===== config.mk =====
export PLATFORM = sky130hd
export DESIGN_NAME = cpu_sequencer
export DESIGN_NICKNAME = d
export VERILOG_FILES = /design/src/rtl/cpu_pkg.sv /design/src/rtl/cpu_sequencer_dec3to8.sv /design/src/rtl/cpu_sequencer.sv
export SDC_FILE = /design/constraint.sdc
export NUM_CORES = 1
export LEC_CHECK = 0
export ABC_AREA = 1
export CORE_MARGIN = 10
export CORE_UTILIZATION = 40
export DETAILED_ROUTE_END_ITERATION = 6
export PLACE_DENSITY = 0.77
export SLEW_MARGIN = 30
export SYNTH_ARGS = -nofsm -noshare
export SYNTH_HDL_FRONTEND = slang
export SYNTH_SLANG_ARGS = --single-unit

===== constraint.sdc =====
create_clock -name clk -period 1.5 [get_ports clk]
set_input_delay 0.15 -clock clk [delete_from_list [all_inputs] [get_ports clk]]
set_output_delay 0.15 -clock clk [all_outputs]
set_load 0.02 [all_outputs]

===== src/rtl/cpu_pkg.sv =====
// -----------------------------------------------------------------------------
// cpu_pkg
// Shared definitions for the CPU control sequencer: FSM state encoding,
// instruction opcodes and ALU operation codes, plus the opcode-to-ALU-op
// mapping used while the ALU result is being formed.
// -----------------------------------------------------------------------------
package cpu_pkg;

    typedef enum logic [3:0] {
        S_IDLE   = 4'd0,
        S_FETCH  = 4'd1,
        S_DECODE = 4'd2,
        S_LOAD   = 4'd3,
        S_MOV    = 4'd4,
        S_LDPC   = 4'd5,
        S_BR     = 4'd6,
        S_ALU0   = 4'd7,
        S_ALU1   = 4'd8,
        S_ALU2   = 4'd9
    } state_t;

    localparam logic [3:0] OP_LOAD = 4'd0;
    localparam logic [3:0] OP_MOV  = 4'd1;
    localparam logic [3:0] OP_ADD  = 4'd2;
    localparam logic [3:0] OP_SUB  = 4'd3;
    localparam logic [3:0] OP_XOR  = 4'd4;
    localparam logic [3:0] OP_LDPC = 4'd5;
    localparam logic [3:0] OP_BR   = 4'd6;

    localparam logic [1:0] ALU_ADD = 2'b00;
    localparam logic [1:0] ALU_SUB = 2'b01;
    localparam logic [1:0] ALU_XOR = 2'b10;

    function automatic logic [1:0] alu_code(input logic [3:0] opcode);
        case (opcode)
            OP_SUB:  return ALU_SUB;
            OP_XOR:  return ALU_XOR;
            default: return ALU_ADD;
        endcase
    endfunction

endpackage


===== src/rtl/cpu_sequencer_dec3to8.sv =====
// -----------------------------------------------------------------------------
// dec3to8
// 3-bit index to one-hot 8-bit decoder with enable. Used for the register
// file write enables and bus-drive selects.
// Ports:
//   sel_i    3-bit register index
//   en_i     enable; output is all zero when low
//   onehot_o one-hot select (at most one bit set)
// -----------------------------------------------------------------------------
module dec3to8 (
    input  logic [2:0] sel_i,
    input  logic       en_i,
    output logic [7:0] onehot_o
);

    always_comb begin
        onehot_o = '0;
        if (en_i) begin
            onehot_o[sel_i] = 1'b1;
        end
    end

endmodule


===== src/rtl/cpu_sequencer.sv =====
// -----------------------------------------------------------------------------
// cpu_sequencer
// Multi-cycle control FSM for a small bus-based CPU. Fetches 16-bit
// instructions, decodes opcode/rx/ry and sequences the datapath control
// strobes one state per cycle. Outputs are decoded from the registered state
// and instruction register (plus instr_valid while fetching).
// Ports:
//   clk, resetn          clock, asynchronous active-low reset
//   run                  fetch/execute enable (sampled in IDLE and final states)
//   instr, instr_valid   instruction word and its valid qualifier
//   instr_req            fetch request (FETCH state)
//   ir_load, pc_inc      capture instruction / advance PC on accepted fetch
//   r_in, r_out          one-hot register write enable / bus drive
//   din_out, pc_out,
//   g_out                bus drivers for DIN, PC and ALU result G
//   pc_load              load PC from bus (branch)
//   a_in, g_in, alu_op   ALU operand/result capture and operation select
//   done, illegal        one-cycle retire / illegal-opcode pulses
//   busy                 sequencer not idle
//   retired              retired-instruction count (wraps)
// -----------------------------------------------------------------------------
module cpu_sequencer
    import cpu_pkg::*;
#(
    parameter int CNT_W = 16
) (
    input  logic             clk,
    input  logic             resetn,
    input  logic             run,
    input  logic [15:0]      instr,
    input  logic             instr_valid,
    output logic             instr_req,
    output logic             ir_load,
    output logic [7:0]       r_in,
    output logic [7:0]       r_out,
    output logic             din_out,
    output logic             pc_out,
    output logic             pc_load,
    output logic             pc_inc,
    output logic             a_in,
    output logic             g_in,
    output logic             g_out,
    output logic [1:0]       alu_op,
    output logic             done,
    output logic             illegal,
    output logic             busy,
    output logic [CNT_W-1:0] retired
);

    state_t             state_q, state_d;
    state_t             end_next;
    logic [15:0]        ir_q;
    logic [CNT_W-1:0]   retired_q;

    logic [3:0]         opcode;
    logic [2:0]         rx, ry;
    logic               rin_en, rout_en;
    logic [2:0]         rin_sel, rout_sel;

    // Low instruction bits are don't-care for this instruction set.
    logic               unused_ir_bits;
    assign unused_ir_bits = ^ir_q[5:0];

    assign opcode = ir_q[15:12];
    assign rx     = ir_q[11:9];
    assign ry     = ir_q[8:6];

    // Where every final state (and an illegal decode) goes next.
    assign end_next = run ? S_FETCH : S_IDLE;

    always_ff @(posedge clk or negedge resetn) begin
        if (!resetn) begin
            state_q   <= S_IDLE;
            ir_q      <= '0;
            retired_q <= '0;
        end else begin
            state_q <= state_d;
            if (ir_load) begin
                ir_q <= instr;
            end
            if (done) begin
                retired_q <= retired_q + CNT_W'(1);
            end
        end
    end

    always_comb begin
        state_d   = state_q;
        instr_req = 1'b0;
        ir_load   = 1'b0;
        pc_inc    = 1'b0;
        din_out   = 1'b0;
        pc_out    = 1'b0;
        pc_load   = 1'b0;
        a_in      = 1'b0;
        g_in      = 1'b0;
        g_out     = 1'b0;
        alu_op    = ALU_ADD;
        done      = 1'b0;
        illegal   = 1'b0;
        rin_en    = 1'b0;
        rin_sel   = rx;
        rout_en   = 1'b0;
        rout_sel  = rx;

        case (state_q)
            S_IDLE: begin
                if (run) begin
                    state_d = S_FETCH;
                end
            end
            S_FETCH: begin
                instr_req = 1'b1;
                if (instr_valid) begin
                    ir_load = 1'b1;
                    pc_inc  = 1'b1;
                    state_d = S_DECODE;
                end
            end
            S_DECODE: begin
                case (opcode)
                    OP_LOAD:                state_d = S_LOAD;
                    OP_MOV:                 state_d = S_MOV;
                    OP_ADD, OP_SUB, OP_XOR: state_d = S_ALU0;
                    OP_LDPC:                state_d = S_LDPC;
                    OP_BR:                  state_d = S_BR;
                    default: begin
                        // Unknown opcode: flag it and drop the instruction.
                        illegal = 1'b1;
                        state_d = end_next;
                    end
                endcase
            end
            S_LOAD: begin
                din_out = 1'b1;
                rin_en  = 1'b1;
                done    = 1'b1;
                state_d = end_next;
            end
            S_MOV: begin
                rout_en  = 1'b1;
                rout_sel = ry;
                rin_en   = 1'b1;
                done     = 1'b1;
                state_d  = end_next;
            end
            S_LDPC: begin
                pc_out  = 1'b1;
                rin_en  = 1'b1;
                done    = 1'b1;
                state_d = end_next;
            end
            S_BR: begin
                rout_en = 1'b1;
                pc_load = 1'b1;
                done    = 1'b1;
                state_d = end_next;
            end
            S_ALU0: begin
                rout_en = 1'b1;
                a_in    = 1'b1;
                state_d = S_ALU1;
            end
            S_ALU1: begin
                rout_en  = 1'b1;
                rout_sel = ry;
                g_in     = 1'b1;
                alu_op   = alu_code(opcode);
                state_d  = S_ALU2;
            end
            S_ALU2: begin
                g_out   = 1'b1;
                rin_en  = 1'b1;
                done    = 1'b1;
                state_d = end_next;
            end
            default: begin
                state_d = S_IDLE;
            end
        endcase
    end

    dec3to8 u_dec_rin (
        .sel_i    (rin_sel),
        .en_i     (rin_en),
        .onehot_o (r_in)
    );

    dec3to8 u_dec_rout (
        .sel_i    (rout_sel),
        .en_i     (rout_en),
        .onehot_o (r_out)
    );

    assign busy    = (state_q != S_IDLE);
    assign retired = retired_q;

endmodule


# Yosys cells after proc, flatten, opt, wreduce, memory -nomap -nowiden
# Index checks and enable logic that the tools add are counted.
[word_totals] reg_bits=36 latchBits=0 ram_bits=0 mem_bits_ro=0 input_bits=20 out_inout_bits=46 wordCells=65 n_memories=0
[classes] n_addsub=1 multipliers=0 div_mod_pow=0 magnitude_cmp=4 eq_ne=17 n_shift=0 muxes=28 bitwise=0 n_reduce_logical=12
[ops] operator="== test 4 x 3 -> 1 bit (second input constant)" count=7
[ops] operator="one-hot mux 4 bit (6 select lines)" count=1
[ops] operator="two-way mux 1 bit" count=17
[ops] operator="adder 16 x 1 -> 16 bit (second input constant)" count=1
[ops] operator="== test 4 x 2 -> 1 bit (second input constant)" count=4
[ops] operator="two-way mux 8 bit" count=2
[ops] operator="one-hot mux 3 bit (5 select lines)" count=1
[ops] operator="== test 4 x 1 -> 1 bit (second input constant)" count=2
[ops] operator="== test 4 bit (second input constant)" count=2
[ops] operator="zero test 4 bit" count=2
[ops] operator="< comparator 3 x 4 -> 1 bit (second input constant)" count=2
[ops] operator="two-way mux 4 bit" count=2
[ops] operator="OR reduction 4 bit" count=2
[ops] operator="OR reduction 7 bit" count=1
[ops] operator="demux 1 bit (select 3 bit)" count=2
[ops] operator=">= comparator 3 x 1 -> 1 bit (second input constant)" count=2
[ops] operator="OR reduction 5 bit" count=1
[ops] operator="inequality test 2 bit (second input constant)" count=2
[ops] operator="one-hot mux 2 bit (2 select lines)" count=1
[ops] operator="nonzero test 4 bit" count=1
[ops] operator="two-way mux 3 bit" count=1
[ops] operator="OR reduction 3 bit" count=1
[ops] operator="logical AND 1 bit" count=2
[ops] operator="two-way mux 2 bit" count=1
[ops] operator="other kinds (2)" count=2

# Logic depth before layout (Yosys ltp)
# Gate-level depths: netlist (run 1).
[depth] word_depth=8 depth_mapped=10 depth_no_buf=10

# Cells and area by module
# From an unflattened synthesis (run 1), not the netlist that was laid out.
[hier_totals] cells_unflattened=262 area_unflattened_um2=1803.0
[by_module_without_submodules] mod="cpu_sequencer" instances=1 cells_each=228 area_per_inst_um2=1675.4 seq_area_each_um2=750.7
[by_module_without_submodules] mod="dec3to8" instances=2 cells_each=17 area_per_inst_um2=63.8 seq_area_each_um2=0.0

# Least setup slack after synthesis (run 1)
# Ideal clock, no wire load.
[synth_path] path_kind="flip-flop to flip-flop" from="register retired_q[0] (netlist: retired[0])" to="register retired_q[10] (netlist: retired[10])" setup_time_ns=0.121 arrival_ns=1.474 t_required_ns=1.379 path_slack_ns=-0.095 path_stages_with_launch=7 n_path_buf=0 period_less_slack_ns=1.595 cell_sequence="dfrtp_1 > ha_1 > inv_1 > nor4_1 > nand2_1 > o21ai_1 > nand2_1"
[synth_via] elab_chain_len=1
[synth_rtl] item="start, declared" line="cpu_sequencer.sv:53" source="logic [CNT_W-1:0] retired_q;"
[synth_rtl] item="start signal, assigned" line="cpu_sequencer.sv:82" source="retired_q <= retired_q + CNT_W'(1);"
[synth_rtl] item="adder 16 x 1 -> 16 bit" line="cpu_sequencer.sv:82"
# Every way passes these cells.
# A chain may end at the register's enable or synchronous reset.

# Final worst setup path (run 1)
[layout_path] from="register state_q[0]" to="output r_out[2]"
[layout_via] elab_chain_len=8 word_cells_on_any_way=14 classes_between="order compare (2); eq/ne (4); mux (5); reduce/logical (3)"
[layout_rtl] item="start, declared" line="cpu_sequencer.sv:50" source="state_t state_q, state_d;"
[layout_rtl] item="start signal, assigned" line="cpu_sequencer.sv:77" source="state_q <= state_d;"
[layout_rtl] item="== test 4 bit / == test 4 x 3 -> 1 bit (equally long branches)" line="cpu_sequencer.sv:106" source="case (state_q)"
[layout_rtl] item="OR reduction 2 bit (no source line)"
[layout_rtl] item="two-way mux 3 bit" line="cpu_sequencer.sv:106"
[layout_rtl] item="< comparator 3 x 4 -> 1 bit (implied by the code) / >= comparator 3 x 1 -> 1 bit (equally long branches)" line="cpu_sequencer_dec3to8.sv:19" source="onehot_o[sel_i] = 1'b1;"
[layout_rtl] item="logical AND 1 bit (implied by the code)" line="cpu_sequencer_dec3to8.sv:19"
[layout_rtl] item="two-way mux 1 bit (implied by the code)" line="cpu_sequencer_dec3to8.sv:19"
[layout_rtl] item="demux 1 bit (select 3 bit)"
[layout_rtl] item="two-way mux 8 bit *" line="cpu_sequencer_dec3to8.sv:18" source="if (en_i) begin"
[layout_rtl] item="end, declared" line="cpu_sequencer.sv:35" source="output logic [7:0] r_out,"
# Every way passes the cells marked *; elsewhere a longest branch is shown, timed or not.

==> tab_implementation.tex, run 1 <==
\begin{tabular}{lr}
\hline
Metric & Value \\
\hline
\multicolumn{2}{l}{\textbf{Setup path}} \\
Crit path cell chain & nor2\_4 -> nand2\_4 -> nand2\_8 -> nand2\_4 -> o21ai\_0 -> nand2\_1 -> nor2\_1 -> buf\_4 \\
Required arrival time at the worst endpoint & 1350 ps \\
Worst path arrival time & 1810 ps \\
Stages on the worst setup path & 8 \\
Count of cells along the worst register-to-register path & 11 \\
Critical Path Source Type & flop \\
Origin of the worst setup path & state\_q[0] \\
Most frequent cell on the critical path & sky130\_fd\_sc\_hd\_\_nand2\_4 \\
Reg2Reg Setup Slack & -250 ps \\
Reg2reg start & state\_q[0] \\
Slowest stage delay, CP & 450 ps \\
Buffer and inverter count on the worst path & 1 \\
Setup Crit Path Kind & flop to primary output \\
Critical-path maximum fanout & 7 \\
Critical R2R Capture & retired[12] \\
Critical Path Sink Type & primary output \\
Setup crit end & r\_out[2] \\
Cell type of the slowest stage on the worst timing path & sky130\_fd\_sc\_hd\_\_dfrtp\_2 \\
Cell family contributing the most delay on the critical path & simple AND/OR/NAND/NOR gates \\
\multicolumn{2}{l}{\textbf{STA}} \\
Final Hold Fails & 0 \\
Final setup fails & 57 \\
Slew margin rel. & 66.8\% \\
Final Critical Period & 1960 ps \\
Period utilisation layout & 131\% \\
Setup slack of the critical path after layout & -461 ps \\
Least-Margin Pin Slew & 495 ps \\
FMAX & 510 MHz \\
Worst Clk Skew & 4.87 ps \\
Slew Viols, Final & 0 \\
RSZ-0062 raised after global routing & yes \\
\multicolumn{2}{l}{\textbf{Logic synthesis}} \\
Area leader, netlist & sky130\_fd\_sc\_hd\_\_dfrtp\_1 \\
Most area-consuming cells after synthesis & sky130\_fd\_sc\_hd\_\_dfrtp\_1, sky130\_fd\_sc\_hd\_\_nand2\_1, sky130\_fd\_sc\_hd\_\_inv\_1 \\
Flop and latch count out of synthesis & 30 \\
Top-area cell type share of the netlist area & 43.2\% \\
Post-Synthesis Cell Area & 1740 µm² \\
Average size of a mapped cell & 7.03 µm² \\
Syn Nets & 268 \\
Synthesized instance count & 247 \\
Fraction of the yosys area taken by sequential cells & 43.2\% \\
Distinct cells, synth & 27 \\
Count of yosys warnings during synthesis & 0 \\
\multicolumn{2}{l}{\textbf{Final layout}} \\
Number of nets in the layout & 387 \\
Layout Cells excl Fill & 417 \\
Number of diodes & 0 \\
Post-synthesis to final-layout area growth & 91.0\% \\
Share of post-route cells with drive strength above 1 & 47.7\% \\
Number of filler instances in the final layout & 221 \\
\multicolumn{2}{l}{\textbf{Global routing}} \\
Antenna violations before repair & 0 \\
Global-route wire length before repair & 9270 µm \\
Maximum number of pins on one net before global-route repair & 31 \\
Number of global-route vias before repair & 2006 \\
Total grt overflow & 0 \\
GRT Total Usage & 15.1\% \\
\multicolumn{2}{l}{\textbf{Clock tree}} \\
Number of buffers added to fix hold violations after cts & 0 \\
TritonCTS Sinks & 30 \\
Clk buf depth & 2 \\
Clock edge transition at the registers on the reported setup and hold paths & 70 ps \\
TritonCTS clock tree & yes \\
CTS HTree Levels & 2 \\
Clock network latency to the later pin of the worst-skew pair & 280 ps \\
Clock Tree Root & sky130\_fd\_sc\_hd\_\_clkbuf\_8 \\
Cts bufs inserted & 5 \\
\multicolumn{2}{l}{\textbf{Routing}} \\
Drt first-iter violations & 144 \\
1st-pass router iterations & 4 \\
Antenna violation net count after detailed routing & 0 \\
Number of vias per cell & 5.23 \\
Count of unresolved DRC violations after routing & 0 \\
Final routed wire length divided by cell count & 17.1 µm \\
Routed wire length & 7110 µm \\
Vias & 2180 \\
\multicolumn{2}{l}{\textbf{Floorplanning}} \\
Vert. Die Dim & 85.9 µm \\
Horiz. Die Dim & 85.9 µm \\
Row count & 23 \\
DIE AREA & 7380 µm² \\
Initial cell density of the core & 42.5\% \\
Total I/O pin count & 66 \\
Core Footprint & 4090 µm² \\
\multicolumn{2}{l}{\textbf{Power}} \\
Cell Pwr Density & 1690 nW/µm² \\
Final total power & 0.00562 W \\
Leakage & 1.66 nW \\
Worst vdd rail ir drop & 0.991 mV \\
\multicolumn{2}{l}{\textbf{Job}} \\
Max-cap viol count & 0 \\
\multicolumn{2}{l}{\textbf{Min path}} \\
Worst hold path class & input pin to async pin \\
\multicolumn{2}{l}{\textbf{Placed design}} \\
Final weighted congestion in routability-driven placement & 0.887 \\
Post-DP HPWL & 4180 µm \\
Count of input and output buffers & 59 \\
Cell count after placement & 396 \\
\multicolumn{2}{l}{\textbf{Status}} \\
Violations in the final reports & setup timing \\
Result of the run & complete, but fails checks \\
\hline
\end{tabular}
-- worst min-delay path by stage --
stage | from | endpoint | cells after the start
floorplan | resetn | ir_q[10] | 0
global placement | ir_q[13] | ir_q[13] | 2
detailed placement | ir_q[13] | ir_q[13] | 2
CTS | resetn | retired[6] | 2
global route | resetn | retired[13] | 2
finish | resetn | retired[8] | 2
-- synth_stat cells --
cell and number:
sky130_fd_sc_hd__nand3_1 10, sky130_fd_sc_hd__clkbuf_1 1, sky130_fd_sc_hd__and2_1 1, sky130_fd_sc_hd__ha_1 1, sky130_fd_sc_hd__o22ai_1 1, sky130_fd_sc_hd__nand2_2 1
sky130_fd_sc_hd__buf_4 1, sky130_fd_sc_hd__or2_1 1, sky130_fd_sc_hd__o211ai_1 1, sky130_fd_sc_hd__nand4_1 3, sky130_fd_sc_hd__nor2_2 2, sky130_fd_sc_hd__nor2_4 1
sky130_fd_sc_hd__o31ai_1 1, sky130_fd_sc_hd__nor4_1 2, sky130_fd_sc_hd__o21ai_1 5, sky130_fd_sc_hd__nor2_1 31, sky130_fd_sc_hd__o21ai_0 14, sky130_fd_sc_hd__buf_6 1
sky130_fd_sc_hd__buf_2 1, sky130_fd_sc_hd__dfrtp_1 30, sky130_fd_sc_hd__inv_1 37, sky130_fd_sc_hd__nor3_1 9, sky130_fd_sc_hd__xnor2_1 3, sky130_fd_sc_hd__a21oi_1 2
sky130_fd_sc_hd__xor2_1 8, sky130_fd_sc_hd__a31oi_1 1, sky130_fd_sc_hd__nand2_1 78
-- layout by cell type, fill, tap and decap left out, types with 5 or more instances in the layout --
cell                              instances
sky130_fd_sc_hd__buf_4                   54
sky130_fd_sc_hd__nand2_1                 44
sky130_fd_sc_hd__buf_6                   29
sky130_fd_sc_hd__inv_1                   27
sky130_fd_sc_hd__dfrtp_1                 25
sky130_fd_sc_hd__nand2_2                 23
sky130_fd_sc_hd__clkdlybuf4s50_1         23
sky130_fd_sc_hd__nor2_1                  16
sky130_fd_sc_hd__o21ai_1                 12
sky130_fd_sc_hd__nor2_4                  10
sky130_fd_sc_hd__nand2_4                 10
sky130_fd_sc_hd__nand3_1                  9
sky130_fd_sc_hd__inv_2                    8
sky130_fd_sc_hd__nor2_2                   8
sky130_fd_sc_hd__nor3_1                   8
sky130_fd_sc_hd__xor2_1                   8
sky130_fd_sc_hd__clkbuf_8                 5
sky130_fd_sc_hd__dfrtp_2                  5
-- per-stage QoR --
stage	utilization (%)	setup TNS, ps	setup WS, ps	instance area [µm²]	hold WS (ps)
after floorplan	-	-357	-70.1	1760	-146
after global placement	66.5	-13070	-590	2720	509
after detailed placement	66.5	-13870	-614	2720	515
after CTS	71.3	-5610	-270	2920	271
after global routing	81.2	-16390	-552	3320	294
final	81.2	-12820	-461	3320	256
-- routing by layer --
metal | vias up | wire length (µm) | GRT usage (%)
met1 | 1059 | 2830 | 17.1
met3 | 21 | 361 | 3.41
met4 | 0 | 219 | 3.74
met2 | 90 | 3700 | 27.6
met5 | - | 0 | 0
li1 | 1010 | - | -
-- worst reg2reg max path: cells and delay by family (launching register included) --
kind | cells | cell delay [ps]
flops | 1 | 450
simple gates | 7 | 570
buf+inv | 4 | 610
-- flip-flops by register name, summed over array words and instances, names as in the netlist --
register  count
ir_q         10
retired      16
state_q       4
-- layout make-up --
cell class / count / area (µm²) / share of cell area [%]
clock inverters: 2 / 10.0 / 0.302
inverters: 37 / 144 / 4.34
flip-flops and latches: 30 / 757 / 22.8
repair buffers: 116 / 1100 / 33.1
clock buffers: 6 / 72.6 / 2.19
well taps: 50 / 62.6 / 1.89
multi-input cells: 176 / 1170 / 35.3
-- report_power, final --
part / internal, W / switching (W) / leakage [nW] / total (W)
Combinational: 0.00175 / 0.00196 / 1.23 / 0.00371
Sequential: 0.00104 / 0.000234 / 0.387 / 0.00128
Clock: 0.000321 / 0.000311 / 0.0450 / 0.000632
Total: 0.00311 / 0.00251 / 1.66 / 0.00562
-- cell families after synthesis --
group | synth area share, %
simple gates | 33.3
buf+inv | 9.58
flops | 43.2
compound gates | 7.64
xor+xnor | 5.55
fa+ha+maj | 0.720
-- repair_timing --
action / 4_1_cts / 5_1_grt
setup endpoints to repair: 50 / 57
resized for setup: 196 / 107
buffers inserted: 4 / 9
cloned: 1 / 0
pin swaps: 10 / 10
No activity file was read; power rests on OpenSTA's default activity.
==> run 2, diff against run 1 <==
CTS_CLUSTER_DIAMETER = 100   (was unset)
==> results of run 2 <==
The final DEF is identical to that of run 1; final timing and power are the same.
==> run 3, diff against run 2 <==
CAP_MARGIN = 20   (was unset)
==> results of run 3 <==
The final DEF is identical to that of run 1; final timing and power are the same.
